[src/rtl/atm_session_ctrl_if.sv]
// -----------------------------------------------------------------------------
// atm_session_ctrl_if
// Purpose : Bundles the session controller's user strobes, datapath handshake
//           and status outputs into one connection.
// Signals : card, enter, cancel   - single-cycle user strobes
//           menu_option[1:0]      - menu selection
//           status_code[3:0]      - registered datapath result
//           current_state[15:0]   - one-hot controller state
//           ready                 - one-cycle request strobe to the datapath
//           busy                  - datapath check outstanding
//           session_active        - customer logged in
//           pin_tries_left[2:0]   - remaining PIN attempts
//           last_status[3:0]      - status captured by the most recent check
// Modports: master - the session controller
//           slave  - the user front panel / datapath side
// -----------------------------------------------------------------------------
interface atm_session_ctrl_if;
  logic        card;
  logic        enter;
  logic        cancel;
  logic [1:0]  menu_option;
  logic [3:0]  status_code;
  logic [15:0] current_state;
  logic        ready;
  logic        busy;
  logic        session_active;
  logic [2:0]  pin_tries_left;
  logic [3:0]  last_status;

  modport master (
    input  card, enter, cancel, menu_option, status_code,
    output current_state, ready, busy, session_active, pin_tries_left, last_status
  );

  modport slave (
    output card, enter, cancel, menu_option, status_code,
    input  current_state, ready, busy, session_active, pin_tries_left, last_status
  );
endinterface

[src/rtl/atm_session_ctrl.sv]
// -----------------------------------------------------------------------------
// atm_session_ctrl
// Purpose : Crypto ATM session sequencer. Walks a customer session from the
//           user strobes, issues one-cycle ready requests to the datapath,
//           branches on its registered status_code, and handles PIN lockout,
//           result-message hold and cancel.
// Ports   : clk    - rising-edge clock
//           rst_n  - asynchronous active-low reset
//           bus    - atm_session_ctrl_if.master (strobes, handshake, status)
// Params  : MAX_PIN_TRIES (1..7), MSG_CYCLES (>=1), TIMEOUT_CYCLES
// Macro   : ATM_TIMEOUT_EN - when defined, adds an inactivity counter that
//           returns a stale session to IDLE after TIMEOUT_CYCLES.
// All outputs are registered.
// -----------------------------------------------------------------------------
module atm_session_ctrl #(
  parameter int unsigned MAX_PIN_TRIES  = 3,
  parameter int unsigned MSG_CYCLES     = 4,
  parameter int unsigned TIMEOUT_CYCLES = 1000000
) (
  input  logic               clk,
  input  logic               rst_n,
  atm_session_ctrl_if.master bus
);

  localparam int unsigned MSG_W = (MSG_CYCLES > 1) ? $clog2(MSG_CYCLES) : 1;

  localparam logic [3:0] ST_ACC_FOUND     = 4'd1;
  localparam logic [3:0] ST_PIN_CORRECT   = 4'd3;
  localparam logic [3:0] ST_PIN_INCORRECT = 4'd4;
  localparam logic [3:0] ST_AMT_VALID     = 4'd5;

  typedef enum logic [15:0] {
    S_IDLE         = 16'h0001,
    S_ACC_NUM      = 16'h0002,
    S_PIN_INPUT    = 16'h0004,
    S_MENU         = 16'h0008,
    S_SHOW_BAL     = 16'h0010,
    S_CONVERT      = 16'h0020,
    S_SEL_CONV_1   = 16'h0040,
    S_SEL_CONV_2   = 16'h0080,
    S_WITHDRAW     = 16'h0100,
    S_SEL_AMT_WDR  = 16'h0200,
    S_TRANSFER     = 16'h0400,
    S_SEL_CUR_TRF  = 16'h0800,
    S_SEL_AMT_TRF  = 16'h1000,
    S_ERROR        = 16'h2000,
    S_SUCCESS      = 16'h4000
  } state_t;

  // Reject out-of-range configurations at elaboration.
  if (MAX_PIN_TRIES < 1 || MAX_PIN_TRIES > 7 || MSG_CYCLES < 1 || TIMEOUT_CYCLES < 1) begin : g_bad_cfg
    $error("atm_session_ctrl: parameter out of range");
  end

  state_t             r_state;
  logic               r_ready;
  logic               r_busy;
  logic               r_session;
  logic [2:0]         r_tries;
  logic [3:0]         r_last;
  logic [MSG_W-1:0]   r_msg_cnt;

  logic               w_cancel;
  logic               w_timeout;
  logic [3:0]         w_sc;

  assign w_sc     = bus.status_code;
  assign w_cancel = bus.cancel && (r_state != S_IDLE);

`ifdef ATM_TIMEOUT_EN
  localparam int unsigned TO_W = $clog2(TIMEOUT_CYCLES + 1);

  logic [TO_W-1:0] r_to_cnt;

  // Inactivity counter: cleared by any strobe or in IDLE, frozen during a check.
  always_ff @(posedge clk or negedge rst_n) begin
    if (!rst_n) begin
      r_to_cnt <= '0;
    end else if ((r_state == S_IDLE) || bus.card || bus.enter || bus.cancel) begin
      r_to_cnt <= '0;
    end else if (!r_busy && (r_to_cnt != TO_W'(TIMEOUT_CYCLES))) begin
      r_to_cnt <= r_to_cnt + TO_W'(1);
    end
  end

  assign w_timeout = (r_to_cnt == TO_W'(TIMEOUT_CYCLES)) && (r_state != S_IDLE);
`else
  assign w_timeout = 1'b0;
`endif

  // Session sequencer.
  always_ff @(posedge clk or negedge rst_n) begin
    if (!rst_n) begin
      r_state   <= S_IDLE;
      r_ready   <= 1'b0;
      r_busy    <= 1'b0;
      r_session <= 1'b0;
      r_tries   <= 3'(MAX_PIN_TRIES);
      r_last    <= 4'd0;
      r_msg_cnt <= '0;
    end else begin
      r_ready <= 1'b0;
      // Message hold counter runs only while in SUCCESS/ERROR; zero elsewhere
      // so it starts from zero on the entry edge.
      if ((r_state != S_SUCCESS) && (r_state != S_ERROR)) begin
        r_msg_cnt <= '0;
      end

      if (w_cancel || w_timeout) begin
        r_state   <= S_IDLE;
        r_busy    <= 1'b0;
        r_session <= 1'b0;
      end else if (r_busy) begin
        // First busy cycle: datapath is registering status; second: decide.
        if (!r_ready) begin
          r_busy <= 1'b0;
          r_last <= w_sc;
          case (r_state)
            S_ACC_NUM:
              r_state <= (w_sc == ST_ACC_FOUND) ? S_PIN_INPUT : S_ERROR;
            S_PIN_INPUT: begin
              if (w_sc == ST_PIN_CORRECT) begin
                r_state   <= S_MENU;
                r_session <= 1'b1;
              end else if (w_sc == ST_PIN_INCORRECT) begin
                if (r_tries <= 3'd1) begin
                  r_tries <= 3'd0;
                  r_state <= S_ERROR;
                end else begin
                  r_tries <= r_tries - 3'd1;
                end
              end else begin
                r_state <= S_ERROR;
              end
            end
            S_SEL_CONV_1:
              r_state <= (w_sc == ST_AMT_VALID) ? S_SEL_CONV_2 : S_ERROR;
            S_SEL_CONV_2:
              r_state <= S_SUCCESS;
            S_SEL_AMT_WDR, S_SEL_AMT_TRF:
              r_state <= (w_sc == ST_AMT_VALID) ? S_SUCCESS : S_ERROR;
            S_TRANSFER:
              r_state <= (w_sc == ST_ACC_FOUND) ? S_SEL_CUR_TRF : S_ERROR;
            default:
              r_state <= r_state;
          endcase
        end
      end else begin
        case (r_state)
          S_IDLE: begin
            if (bus.card) begin
              r_state <= S_ACC_NUM;
              r_tries <= 3'(MAX_PIN_TRIES);
            end
          end
          S_ACC_NUM, S_PIN_INPUT, S_SEL_CONV_1, S_SEL_CONV_2,
          S_SEL_AMT_WDR, S_SEL_AMT_TRF, S_TRANSFER: begin
            if (bus.enter) begin
              r_ready <= 1'b1;
              r_busy  <= 1'b1;
            end
          end
          S_MENU: begin
            if (bus.enter) begin
              case (bus.menu_option)
                2'b00:   r_state <= S_SHOW_BAL;
                2'b01:   r_state <= S_CONVERT;
                2'b10:   r_state <= S_WITHDRAW;
                default: r_state <= S_TRANSFER;
              endcase
            end
          end
          S_SHOW_BAL:    if (bus.enter) r_state <= S_MENU;
          S_CONVERT:     if (bus.enter) r_state <= S_SEL_CONV_1;
          S_WITHDRAW:    if (bus.enter) r_state <= S_SEL_AMT_WDR;
          S_SEL_CUR_TRF: if (bus.enter) r_state <= S_SEL_AMT_TRF;
          S_SUCCESS, S_ERROR: begin
            if (r_msg_cnt == MSG_W'(MSG_CYCLES - 1)) begin
              r_state <= r_session ? S_MENU : S_IDLE;
            end else begin
              r_msg_cnt <= r_msg_cnt + MSG_W'(1);
            end
          end
          default: r_state <= S_IDLE;
        endcase
      end
    end
  end

  assign bus.current_state  = r_state;
  assign bus.ready          = r_ready;
  assign bus.busy           = r_busy;
  assign bus.session_active = r_session;
  assign bus.pin_tries_left = r_tries;
  assign bus.last_status    = r_last;

endmodule
[src/flat_wrapper.sv]
// flat-port wrapper written by rule: the top's interface ports become plain ports
module atm_session_ctrl_flat 
#(
  parameter int unsigned MAX_PIN_TRIES  = 3,
  parameter int unsigned MSG_CYCLES     = 4,
  parameter int unsigned TIMEOUT_CYCLES = 1000000
)
  (clk, rst_n, bus_card, bus_enter, bus_cancel, bus_menu_option, bus_status_code, bus_current_state, bus_ready, bus_busy, bus_session_active, bus_pin_tries_left, bus_last_status);
  atm_session_ctrl_if bus_i ();
  input  logic clk;
  input  logic rst_n;
  input wire logic [$bits(bus_i.card)-1:0] bus_card;
  input wire logic [$bits(bus_i.enter)-1:0] bus_enter;
  input wire logic [$bits(bus_i.cancel)-1:0] bus_cancel;
  input wire logic [$bits(bus_i.menu_option)-1:0] bus_menu_option;
  input wire logic [$bits(bus_i.status_code)-1:0] bus_status_code;
  output wire logic [$bits(bus_i.current_state)-1:0] bus_current_state;
  output wire logic [$bits(bus_i.ready)-1:0] bus_ready;
  output wire logic [$bits(bus_i.busy)-1:0] bus_busy;
  output wire logic [$bits(bus_i.session_active)-1:0] bus_session_active;
  output wire logic [$bits(bus_i.pin_tries_left)-1:0] bus_pin_tries_left;
  output wire logic [$bits(bus_i.last_status)-1:0] bus_last_status;
  assign bus_i.card = bus_card;
  assign bus_i.enter = bus_enter;
  assign bus_i.cancel = bus_cancel;
  assign bus_i.menu_option = bus_menu_option;
  assign bus_i.status_code = bus_status_code;
  assign bus_current_state = bus_i.current_state;
  assign bus_ready = bus_i.ready;
  assign bus_busy = bus_i.busy;
  assign bus_session_active = bus_i.session_active;
  assign bus_pin_tries_left = bus_i.pin_tries_left;
  assign bus_last_status = bus_i.last_status;
  atm_session_ctrl #(.MAX_PIN_TRIES(MAX_PIN_TRIES), .MSG_CYCLES(MSG_CYCLES), .TIMEOUT_CYCLES(TIMEOUT_CYCLES)) u_core (.clk(clk), .rst_n(rst_n), .bus(bus_i));
endmodule
[config.mk]
export PLATFORM = sky130hd
export DESIGN_NAME = atm_session_ctrl_flat
export DESIGN_NICKNAME = d
export VERILOG_FILES = /design/src/rtl/atm_session_ctrl_if.sv /design/src/rtl/atm_session_ctrl.sv /design/src/flat_wrapper.sv
export SDC_FILE = /design/constraint.sdc
export NUM_CORES = 1
export LEC_CHECK = 0
export ABC_AREA = 1
export CAP_MARGIN = 0
export CORE_MARGIN = 4
export CORE_UTILIZATION = 45
export CTS_CLUSTER_DIAMETER = 60
export DETAILED_ROUTE_END_ITERATION = 10
export PLACE_DENSITY_LB_ADDON = 0.15
export SLEW_MARGIN = 10
export SYNTH_ARGS = -nofsm -noshare
export SYNTH_HDL_FRONTEND = slang
export SYNTH_SLANG_ARGS = --single-unit
[constraint.sdc]
create_clock -name clk -period 5.2 [get_ports clk]
set_clock_uncertainty 0.15 [all_clocks]
set_input_delay 0.78 -clock clk [delete_from_list [all_inputs] [get_ports clk]]
set_output_delay 0.78 -clock clk [all_outputs]
set_load 0.05 [all_outputs]
==> flow_metrics.env <==
export IMPL_final_period_minus_worst_setup_slack_ns=2.713
export IMPL_overall_die_width_um=74.91
export IMPL_dr_first_iter_drc_count=180
export IMPL_final_cell_mix="83 x nand2_1, 51 x nor2_1, 42 x nand3_1"
export IMPL_synth_top_area_cell="dfrtp_1"
export IMPL_worst_hold_path_type="reg2reg"
export IMPL_fin_crit_sh_pct=52.18
export IMPL_ys_seq_elements=27
export IMPL_drtPass1Iterations=4
export IMPL_postCtsHoldBufs=0
export IMPL_critical_path_top_delay_family="buffers and inverters"
export IMPL_post_cts_repair_setup_buffers=0
export IMPL_dp_slack_ns=2.534
export IMPL_final_common_cell="nand2_1"
export IMPL_max_freq_mhz=368.6
export IMPL_count_of_different_cell_masters_after_synthesis=28
export IMPL_timing_final_ws_setup_ns=2.487
export IMPL_postSynthCellCount=313
export IMPL_cts_htree_levels=1
export IMPL_synth_area_leaders="dfrtp_1 30%, nand2_1 15%, nand3_1 10%"
export IMPL_timing_max_cap_violations=0
export IMPL_ctsLongestPathBuffers=2
export IMPL_synth_top_cell_area_share_pct=29.81
export IMPL_unrepaired_setup_endpoints_after_global_routing="no"
export IMPL_max_stage_delay_ns=0.89
export IMPL_run_status="complete, no violations"
export IMPL_seq_area_frac_synth_pct=33.73
export IMPL_startpoint_type="flip-flop"
export IMPL_dieHeight_um=74.91
export IMPL_holdPathEnd="u_core.r_msg_cnt[0]"
export IMPL_final_layout_size_suffix_gt1_share_pct=9.222
export IMPL_wire_length_of_the_first_global_routing_pass_mm=8.224
export IMPL_clock_insertion_delay_worst_skew_ns=0.27
export IMPL_timing_critical_path_buf_inv=1
export IMPL_io_pins=37
export IMPL_areaGrowthSynthToFinish_pct=20.75
export IMPL_hpwlAfterDp_mm=3.931
export IMPL_fin_tns_setup_ns=0
export IMPL_required_arrival_time_at_the_worst_endpoint_ns=4.27
export IMPL_timing_worst_setup_path_type="reg2out"
export IMPL_pin_count_of_the_biggest_net_entering_global_routing=28
export IMPL_cts_buffers=3
export IMPL_crit_arrival_ns=1.78
export IMPL_synthesis_area_um2=2014
export IMPL_routed_wire_length_per_instance_um=12.23
export IMPL_cellPowerDensity_nw_per_um2=383.8
export IMPL_final_net_count=361
export IMPL_hold_start="u_core.r_msg_cnt[0]"
export IMPL_timing_reg2reg_worst_path_depth=10
export IMPL_regToRegSetupSlack_ns=2.85
export IMPL_cts_repair_resized=0
export IMPL_num_antenna_cells=0
export IMPL_clkTransAtPathRegs_ns=0.09
export IMPL_endpoint_kind="output port"
export IMPL_grt_pass1_vias=1831
export IMPL_floorplan_core_area_um2=4354
export IMPL_routed_via_count=1973
export IMPL_post_route_util_pct=55.86
export IMPL_timing_hold_worst_path_depth=1
export IMPL_drc=0
export IMPL_post_dp_cell_area_um2=2387
export IMPL_final_hold_violation_count=0
export IMPL_postLayoutCellArea_um2=2432
export IMPL_worst_slew_margin_rel_pct=66.65
export IMPL_ys_warn_count=0
export IMPL_final_setup_viol_count=0
export IMPL_post_layout_total_power_uw=933.6
export IMPL_cp_max_fo=12
export IMPL_die_area_um2=5611
export IMPL_highest_ir_drop_seen_on_vdd_uv=231.7
export IMPL_worstPathCellList="clkdlybuf4s50_1"
export IMPL_groute_usage_overall_pct=19.18
export IMPL_rr_endpoint="u_core.bus.current_state[1]"
export IMPL_worst_path_stages=1
export IMPL_grt_overflow_total=0
export IMPL_synth_fp_nets=326
export IMPL_reg2reg_from="u_core.bus.current_state[13]"
export IMPL_synth_area_per_cell_um2=6.436
export IMPL_antenna_violations_before_repair=0
export IMPL_clk_root_buffer_cell="clkbuf_8"
export IMPL_numClockSinks=27
export IMPL_cellLeakagePower_nw=1.280
export IMPL_report_final_slew_viol_count=0
export IMPL_crit_slowest_cell="clkdlybuf4s50_1"
export IMPL_gp_routability_congestion=0.8947
export IMPL_place_port_buffers=35
export IMPL_rows=24
export IMPL_wl_mm=4.881
export IMPL_average_vias_per_placed_instance=4.945
export IMPL_tightestPinTransition_ns=0.4987
export IMPL_ant_nets=0
export IMPL_cts_tree="yes"
export IMPL_initial_core_utilization_pct=46.26
## how the worst max path moves through the flow
| stage | slack (ns) | startpoint | end |
|---|---|---|---|
| floorplan | 2.96 | u_core.bus.current_state[9] | u_core.bus.current_state[13] |
| global placement | 2.57 | bus_status_code[0] | u_core.bus.current_state[8] |
| detailed placement | 2.53 | bus_status_code[0] | u_core.bus.current_state[1] |
| CTS | 2.48 | u_core.bus.busy | bus_busy |
| global route | 2.38 | u_core.bus.busy | bus_busy |
| finish | 2.49 | u_core.bus.busy | bus_busy |
## per-stage QoR
stage	hold slack [ns]	instances
floorplan	0.2892	313
global placement	0.3077	395
detailed placement	0.3117	395
CTS	0.3248	399
global route	0.3672	399
finish	0.3221	399
## sequential cells by signal (all words and copies together), names as in the netlist
| register | cells |
|---|---|
| u_core.bus.busy | 1 |
| u_core.bus.ready | 1 |
| u_core.r_msg_cnt | 2 |
| u_core.bus.current_state | 15 |
| u_core.bus.session_active | 1 |
| u_core.bus.last_status | 4 |
| u_core.bus.pin_tries_left | 3 |
## area by class of cell
cell class	instances	area (um2)
fill	457	1922
multi-input combinational	236	1120
sequential	27	679.4
timing repair buffer	36	357.8
inverter	44	165.2
tap	52	65.06
clock buffer	4	45.04
## cell families after synthesis
kind of cell	Yosys count	synth area share, %
flip-flops	27	33.73
AND/OR/NAND/NOR	209	47.58
buffers and inverters	50	10.68
XOR/XNOR	1	0.4349
other	1	0.1862
AO/OA/AOI/OAI	23	6.149
adder cells (fa/ha/maj)	2	1.242
## where the power goes
part	leakage (nW)	total, mW	internal, mW	switching, mW
Combinational	0.897	0.530	0.155	0.375
Sequential	0.360	0.283	0.252	0.0313
Clock	0.0228	0.121	0.0550	0.0655
## cells in the mapped netlist
master / count
o21bai_1: 2
or2_2: 2
nor3_1: 5
buf_6: 2
dfrtp_1: 24
a21oi_1: 5
nor3b_1: 1
nor2_2: 2
inv_1: 41
nand2_4: 3
nor3_2: 1
inv_2: 3
nand3b_1: 1
o21ai_2: 1
nor2_1: 51
nand2_1: 83
conb_1: 1
buf_2: 1
dfstp_2: 3
nand2_2: 8
xor2_1: 1
nand3_1: 42
ha_1: 2
o21ai_0: 15
nand4_1: 5
nor2_4: 4
nand3_2: 1
buf_4: 3
## routing by layer
layer	global-route usage (%)	routed length, um
met5	0	0
met4	6.324	66
met3	3.471	211
met2	30.95	2232
met1	25.95	2371
No activity file was read; power rests on OpenSTA's default activity.
